**config.mk**
```make
export PLATFORM = sky130hd
export DESIGN_NAME = operand_entry_flat
export DESIGN_NICKNAME = d
export VERILOG_FILES = /design/src/rtl/operand_entry_if.sv /design/src/rtl/operand_entry.sv /design/src/flat_wrapper.sv
export SDC_FILE = /design/constraint.sdc
export NUM_CORES = 1
export LEC_CHECK = 0
export CORE_MARGIN = 4
export CORE_UTILIZATION = 27
export CTS_CLUSTER_DIAMETER = 100
export DETAILED_ROUTE_END_ITERATION = 8
export GPL_ROUTABILITY_DRIVEN = 1
export GPL_TIMING_DRIVEN = 0
export SETUP_SLACK_MARGIN = 0.2
export SYNTH_ARGS = -nofsm -noshare
export SYNTH_HDL_FRONTEND = slang
export SYNTH_SLANG_ARGS = --single-unit
```
**constraint.sdc**
```tcl
create_clock -name clock -period 2.2 [get_ports clock]
set_input_delay 0.33 -clock clock [delete_from_list [all_inputs] [get_ports clock]]
set_output_delay 0.33 -clock clock [all_outputs]
set_load 0.005 [all_outputs]
```
**src/rtl/operand_entry_if.sv**
```systemverilog
// Handshake bundle between the board I/O (switches, keys) and the operand entry stage.
// The master drives the raw board inputs; the slave returns the held ALU controls.
interface operand_entry_if;
    logic [9:0] sw;
    logic       key_load;
    logic       key_clr;
    logic [7:0] in;
    logic [1:0] mode;
    logic [1:0] op;
    logic       valid;
    logic [1:0] stage;

    modport master (
        output sw, key_load, key_clr,
        input  in, mode, op, valid, stage
    );

    modport slave (
        input  sw, key_load, key_clr,
        output in, mode, op, valid, stage
    );
endinterface

```
**src/rtl/operand_entry.sv**
```systemverilog
// ALU front end: synchronises switches and keys, debounces the keys and walks a
// three-step entry sequence (operand byte, then mode/op, then run) into held registers.
module operand_entry #(
    parameter int DEBOUNCE_CYCLES = 500000,
    parameter int CNT_W           = 19
) (
    input  logic           clock,
    input  logic           reset_n,
    operand_entry_if.slave bus
);

    typedef enum logic [1:0] {
        S_IN   = 2'd0,
        S_CTRL = 2'd1,
        S_RUN  = 2'd2
    } state_e;

    localparam logic [CNT_W-1:0] CNT_MAX = CNT_W'(DEBOUNCE_CYCLES - 1);

    // Key vectors are indexed [0] = load, [1] = clear.
    logic [9:0]       sw_s1, sw_s2;
    logic [1:0]       key_s1, key_s2;
    logic [CNT_W-1:0] cnt [2];
    logic [1:0]       db, db_d, press;
    logic             load_p, clr_p;

    state_e           state_q, state_d;
    logic [7:0]       in_q, in_d;
    logic [1:0]       mode_q, mode_d;
    logic [1:0]       op_q, op_d;
    logic             valid_q, valid_d;
    logic             unused_sw;

    // Keys reset to their released (high) level so no press is seen leaving reset.
    // NOTE: sequential state uses non-blocking assignments so every flop samples
    // the pre-edge values, regardless of statement order.
    always_ff @(posedge clock or negedge reset_n) begin
        if (!reset_n) begin
            sw_s1  <= '0;
            sw_s2  <= '0;
            key_s1 <= '1;
            key_s2 <= '1;
        end else begin
            sw_s1  <= bus.sw;
            sw_s2  <= sw_s1;
            key_s1 <= {bus.key_clr, bus.key_load};
            key_s2 <= key_s1;
        end
    end

    // A level is accepted only after DEBOUNCE_CYCLES consecutive disagreeing samples;
    // any return to the accepted level restarts the count.
    always_ff @(posedge clock or negedge reset_n) begin
        if (!reset_n) begin
            for (int k = 0; k < 2; k++) begin
                cnt[k] <= '0;
            end
            db    <= '1;
            db_d  <= '1;
            press <= '0;
        end else begin
            for (int k = 0; k < 2; k++) begin
                if (key_s2[k] == db[k]) begin
                    cnt[k] <= '0;
                end else if (cnt[k] == CNT_MAX) begin
                    db[k]  <= key_s2[k];
                    cnt[k] <= '0;
                end else begin
                    cnt[k] <= cnt[k] + CNT_W'(1);
                end
            end
            db_d  <= db;
            press <= db_d & ~db;
        end
    end

    assign load_p = press[0];
    assign clr_p  = press[1];

    always_ff @(posedge clock or negedge reset_n) begin
        if (!reset_n) begin
            state_q <= S_IN;
            in_q    <= '0;
            mode_q  <= '0;
            op_q    <= '0;
            valid_q <= 1'b0;
        end else begin
            state_q <= state_d;
            in_q    <= in_d;
            mode_q  <= mode_d;
            op_q    <= op_d;
            valid_q <= valid_d;
        end
    end

    // Clear has priority over load; a simultaneous load is dropped.
    // NOTE: every output of this block is given a default first so no latch is inferred.
    always_comb begin
        state_d = state_q;
        in_d    = in_q;
        mode_d  = mode_q;
        op_d    = op_q;
        valid_d = valid_q;
        if (clr_p) begin
            state_d = S_IN;
            in_d    = '0;
            mode_d  = '0;
            op_d    = '0;
            valid_d = 1'b0;
        end else if (load_p) begin
            case (state_q)
                S_IN: begin
                    in_d    = sw_s2[7:0];
                    state_d = S_CTRL;
                end
                S_CTRL: begin
                    mode_d  = sw_s2[1:0];
                    op_d    = sw_s2[3:2];
                    valid_d = 1'b1;
                    state_d = S_RUN;
                end
                S_RUN: begin
                    valid_d = 1'b0;
                    state_d = S_IN;
                end
                default: begin
                    valid_d = 1'b0;
                    state_d = S_IN;
                end
            endcase
        end
    end

    assign unused_sw = ^sw_s2[9:8];

    assign bus.in    = in_q;
    assign bus.mode  = mode_q;
    assign bus.op    = op_q;
    assign bus.valid = valid_q;
    assign bus.stage = state_q;

endmodule

```
**src/flat_wrapper.sv**
```systemverilog
// flat-port wrapper written by rule: the top's interface ports become plain ports
module operand_entry_flat 
#(
    parameter int DEBOUNCE_CYCLES = 500000,
    parameter int CNT_W           = 19
)
  (clock, reset_n, bus_sw, bus_key_load, bus_key_clr, bus_in, bus_mode, bus_op, bus_valid, bus_stage);
  operand_entry_if bus_i ();
  input  logic clock;
  input  logic reset_n;
  input wire logic [$bits(bus_i.sw)-1:0] bus_sw;
  input wire logic [$bits(bus_i.key_load)-1:0] bus_key_load;
  input wire logic [$bits(bus_i.key_clr)-1:0] bus_key_clr;
  output wire logic [$bits(bus_i.in)-1:0] bus_in;
  output wire logic [$bits(bus_i.mode)-1:0] bus_mode;
  output wire logic [$bits(bus_i.op)-1:0] bus_op;
  output wire logic [$bits(bus_i.valid)-1:0] bus_valid;
  output wire logic [$bits(bus_i.stage)-1:0] bus_stage;
  assign bus_i.sw = bus_sw;
  assign bus_i.key_load = bus_key_load;
  assign bus_i.key_clr = bus_key_clr;
  assign bus_in = bus_i.in;
  assign bus_mode = bus_i.mode;
  assign bus_op = bus_i.op;
  assign bus_valid = bus_i.valid;
  assign bus_stage = bus_i.stage;
  operand_entry #(.DEBOUNCE_CYCLES(DEBOUNCE_CYCLES), .CNT_W(CNT_W)) u_core (.clock(clock), .reset_n(reset_n), .bus(bus_i));
endmodule
```
## Yosys cells after proc, flatten, opt, wreduce, memory -nomap -nowiden

Cells that the tools add are included.

| cells by class | value |
|---|---|
| shifts and indexed selects | 0 |
| multiplexer cells | 19 |
| eq/ne operators | 6 |
| divide/modulo/power cells | 0 |
| $mul | 0 |
| bitwise logic cells | 4 |
| $lt $le $gt $ge | 0 |
| reductions and logical operators | 9 |
| add/subtract/negate cells | 2 |

Operators with widths:

| cell | count |
|---|---|
| $mux W19 | 4 |
| $add A19 B1 Y19 const B | 2 |
| $eq A19 B19 Y1 const B | 2 |
| $mux W8 | 3 |
| $mux W2 | 8 |
| $reduce_and A2 Y1 | 5 |
| $reduce_bool A2 Y1 | 3 |
| $pmux W2 S2 | 1 |
| $and A2 B2 Y2 | 1 |
| $eq A1 B1 Y1 | 2 |
| $eq A2 B1 Y1 const B | 1 |
| $logic_not A2 Y1 | 1 |
| $mux W1 | 2 |
| $ne A2 B1 Y1 const B | 1 |
| $not A1 Y1 | 2 |
| $not A2 Y2 | 1 |
| $pmux W1 S2 | 1 |

| word-level totals | value |
|---|---|
| memory bits (read-only) | 0 |
| bits in writable memories | 0 |
| memories kept | 0 |
| bits in latches | 0 |
| input port bits | 14 |
| word-level logic and storage cells | 55 |
| bits in registers | 79 |

## Depth between registers and ports, before layout

| logic depth | value |
|---|---|
| word-level depth | 4 |
| depth in mapped cells | 6 |

## Least setup slack after synthesis

No wires, ideal clock.

| path | value |
|---|---|
| path kind | flip-flop to flip-flop |
| start point | register u_core.cnt[19] in the netlist's numbering |
| end point | register u_core.cnt[37] in the netlist's numbering |
| library setup time | 78 ps |
| setup slack | 480 ps |
| data arrival time | 1642 ps |
| stages on the path, launching flop included | 6 |
| buffers on the path | 0 |
| cell sequence | dfrtp_1 ha_1 nand3_2 or3_1 or4_1 a21oi_1 |

| between the ends | value |
|---|---|
| word-level cells in the longest chain between the ends | 3 |
| elaborated cells on any way between the ends | 4 |

RTL lines:

| what | line | RTL |
|---|---|---|
| from (decl) | operand_entry.sv:23 | `logic [CNT_W-1:0] cnt [2];` |
| from (signal, indexed assignment) | operand_entry.sv:69 | `cnt[k] <= cnt[k] + CNT_W'(1);` |
| $add A19 B1 Y19 / $eq A19 B19 Y1 (equally long branches) | operand_entry.sv:69, operand_entry.sv:65 |  |
| $mux W19 (*) | operand_entry.sv:65 | `end else if (cnt[k] == CNT_MAX) begin` |
| $mux W19 (*) | operand_entry.sv:63 | `if (key_s2[k] == db[k]) begin` |

Mark *: on every way between the ends. The rest lies on a longest branch, timed or not.
A chain may end at the register's enable or synchronous reset.

## Worst setup path in the final report

| path | value |
|---|---|
| start point | register u_core.cnt[0] in the netlist's numbering |
| end point | register u_core.cnt[13] in the netlist's numbering |

The elaborated chain is that of the path after synthesis.

==> summary.txt <==
Outcome
  – Outcome: finished, final reports clean

Layout
  – Diode count: 0
  – Layout cells sized above 1: 13.1%
  – Nets: 339
  – Fin area: 4070 µm²
  – Area delta synth->final: 25.5%

Global route
  – Initial antenna violation count: 0
  – Vias in the first global route: 2303
  – Pin count of the biggest net entering global routing: 46
  – First-pass GRT wire length: 10800 µm
  – Gr ovfl total: 0
  – Gr usage total: 9.60%

Critical path
  – Critical path required time: 2410 ps
  – Critical Path End Type: flip-flop
  – Arr. time, crit path: 2110 ps
  – CP startpoint kind: flip-flop
  – WS Path Type: reg2reg
  – Worst-path fanout max: 10

STA
  – WHS: 346 ps
  – Slew Viols, Final: 0
  – Slew HR: 58.4%
  – Max Fclk: 0.528 GHz
  – Worst Slack Setup Final: 305 ps
  – Skew final: 5.98 ps
  – Final setup fails: 0
  – RSZ-0062 raised after global routing: no
  – Final Hold Violating Endpoints: 0
  – Setup TNS: 0 ps
  – Final period utilization: 86.1%
  – Worst slew pin tran: 619 ps
  – Minimum clock period: 1890 ps

Synth
  – Yosys top cell area share: 54.8%
  – Synth Register Bits: 79
  – Post-Syn Instances: 279
  – Largest cells by area after synthesis: dfrtp_1 55%, dfstp_2 6.5%, nor2_1 5.7%
  – Largest area contributor in the netlist: dfrtp_1
  – Cell Area, Synth: 3240 µm²
  – Synthesized area per cell: 11.6 µm²
  – Most common library cells after synthesis: 71 x dfrtp_1, 49 x nor2_1, 21 x xnor2_1
  – Most common cell in the synthesized netlist: dfrtp_1
  – Synth Warn #: 0
  – Syn Nets: 295
  – EDFF count, synth: 0
  – Ys flop type: dfrtp_1
  – Sequential share of the synthesized area: 61.3%
  – Synth unique cells: 36
  – Synth async-reset ratio: 100%

Detailed routing
  – DR DRC count: 0
  – TritonRoute pass-1 iters: 4
  – WL/cell: 13.0 µm
  – Routed Antenna Nets: 0
  – Final wirelength: 6120 µm
  – Vias/cell: 4.62
  – Initial DRC count: 143
  – DR vias: 2176

Placed design
  – Post-DP Area: 3710 µm²
  – Placer Congestion: 0.800
  – Number of port buffers: 26
  – Dpl hpwl: 4050 µm
  – Post-place setup slack: 144 ps

Power
  – Peak supply drop: 371 µV
  – Design Power: 0.00303 W
  – Pwr Density: 745 nW/µm²
  – Pleak: 1.69 nW

Clocking
  – Clk sink count: 79
  – CTS H-Tree Depth: 3
  – CTS root buf: clkbuf_16
  – CTS tree: done
  – Worst-path clk slew: 60 ps
  – Maximum clock path buffer count: 2
  – CTS Buf Count: 9
  – Skew-Pair Late Insertion Delay: 330 ps

Floorplanning
  – Die width: 118 µm
  – Die area: 13800 µm²
  – Initial Util: 28.0%
  – IO Count: 29
  – Die Y: 118 µm
  – Core ar.: 11600 µm²
  – Num rows: 39

Flow run
  – Total of max-cap violations: 0

Min path
  – Hold crit path type: reg2reg
## report_power, final
| group | internal, W | switching (W) | total (W) |
|---|---|---|---|
| combinational | 0.0000427 | 0.0000535 | 0.0000962 |
| sequential | 0.00148 | 0.0000196 | 0.00150 |
| clock | 0.000878 | 0.000553 | 0.00143 |
| total | 0.00241 | 0.000626 | 0.00303 |
## stage by stage
step / std cells / util (%)
5_1_grt: 471 / 35.2
3_3_place_gp: 448 / 31.8
2_1_floorplan: 279 / -
6_report: 471 / 35.2
4_1_cts: 466 / 34.8
3_5_place_dp: 449 / 32.0
## repair_timing
| item | in CTS | in global routing |
|---|---|---|
| endpoints found under the hold margin | 27 | 0 |
| gates resized for setup | 2 | 2 |
| hold buffers | 1 | 0 |
| endpoints found under the setup margin | 20 | 12 |
| cloned | 0 | 0 |
| buffers inserted | 0 | 5 |
| pin swaps | 0 | 2 |
## layout make-up
cell class                 instances  area (µm²)
fill                            1133        7500
timing repair buffer              33         333
sequential                        79        1990
clock inverter                     5        58.8
clock buffer                      11         233
multi-input combinational        186        1210
tap                              143         179
inverter                           9        33.8
buffer                             5        30.0
## worst max-delay path, stage by stage (launching register included)
cell and delay [ps]:
dfrtp_1 410, ha_1 260, and4_1 260, nand4_1 230, o21ai_4 280, buf_2 270, nor2_1 70
## cell families (layout without fill, tap and decap cells)
kind of cell	after synthesis	count (layout)	share of synthesized area [%]
adder cells (fa/ha/maj)	2	2	0.772
AO/OA/AOI/OAI	15	15	2.93
buffers and inverters	14	63	1.97
XOR/XNOR	33	33	8.92
AND/OR/NAND/NOR	121	121	19.4
flip-flops	79	79	61.3
multiplexers	15	15	4.71
## cells in the final DEF (no fill, tap or decap), types with 7 or more instances in the layout
cell type / synthesis / final
a21oi_1: 7 / 7
nand3_1: 12 / 12
clkdlybuf4s50_1: 0 / 25
dfrtp_1: 71 / 71
xnor2_1: 21 / 21
clkbuf_16: 0 / 9
dfstp_2: 8 / 8
nor3_1: 8 / 8
nor2_1: 49 / 49
nor4_1: 13 / 13
mux2i_1: 13 / 13
xor2_1: 12 / 12
nand4_1: 14 / 14
inv_1: 9 / 9
nand2_1: 9 / 9
## registers in the layout (all words and copies together), names as in the netlist, 8 cells and up
| signal | cells |
|---|---|
| u_core.sw_s2 | 8 |
| u_core.cnt | 38 |
| u_core.sw_s1 | 8 |
| u_core.bus.in | 8 |
## path summary, 6_finish.rpt
check	endpoint	slack [ps]	cells past startpoint	startpoint
setup / recovery	u_core.cnt[13]$_DFF_PN0_	310	6	u_core.cnt[0]$_DFF_PN0_
hold / removal	u_core.sw_s2[7]$_DFF_PN0_	350	0	u_core.sw_s1[7]$_DFF_PN0_
setup reg to reg	u_core.cnt[13]$_DFF_PN0_	310	6	u_core.cnt[0]$_DFF_PN0_
hold reg to reg	u_core.sw_s2[7]$_DFF_PN0_	350	0	u_core.sw_s1[7]$_DFF_PN0_
max in group asynchronous	u_core.db_d[0]$_DFF_PN1_	1090	3	reset_n
min in group asynchronous	u_core.cnt[35]$_DFF_PN0_	490	2	reset_n
## routing by layer
layer | track usage [%] | share of wire [%]
met1 | 11.8 | 46
met2 | 14.7 | 47
met3 | 3.65 | 4.4
met4 | 5.05 | 2.5
met5 | 0 | 0
(Power assumes the default switching activity.)
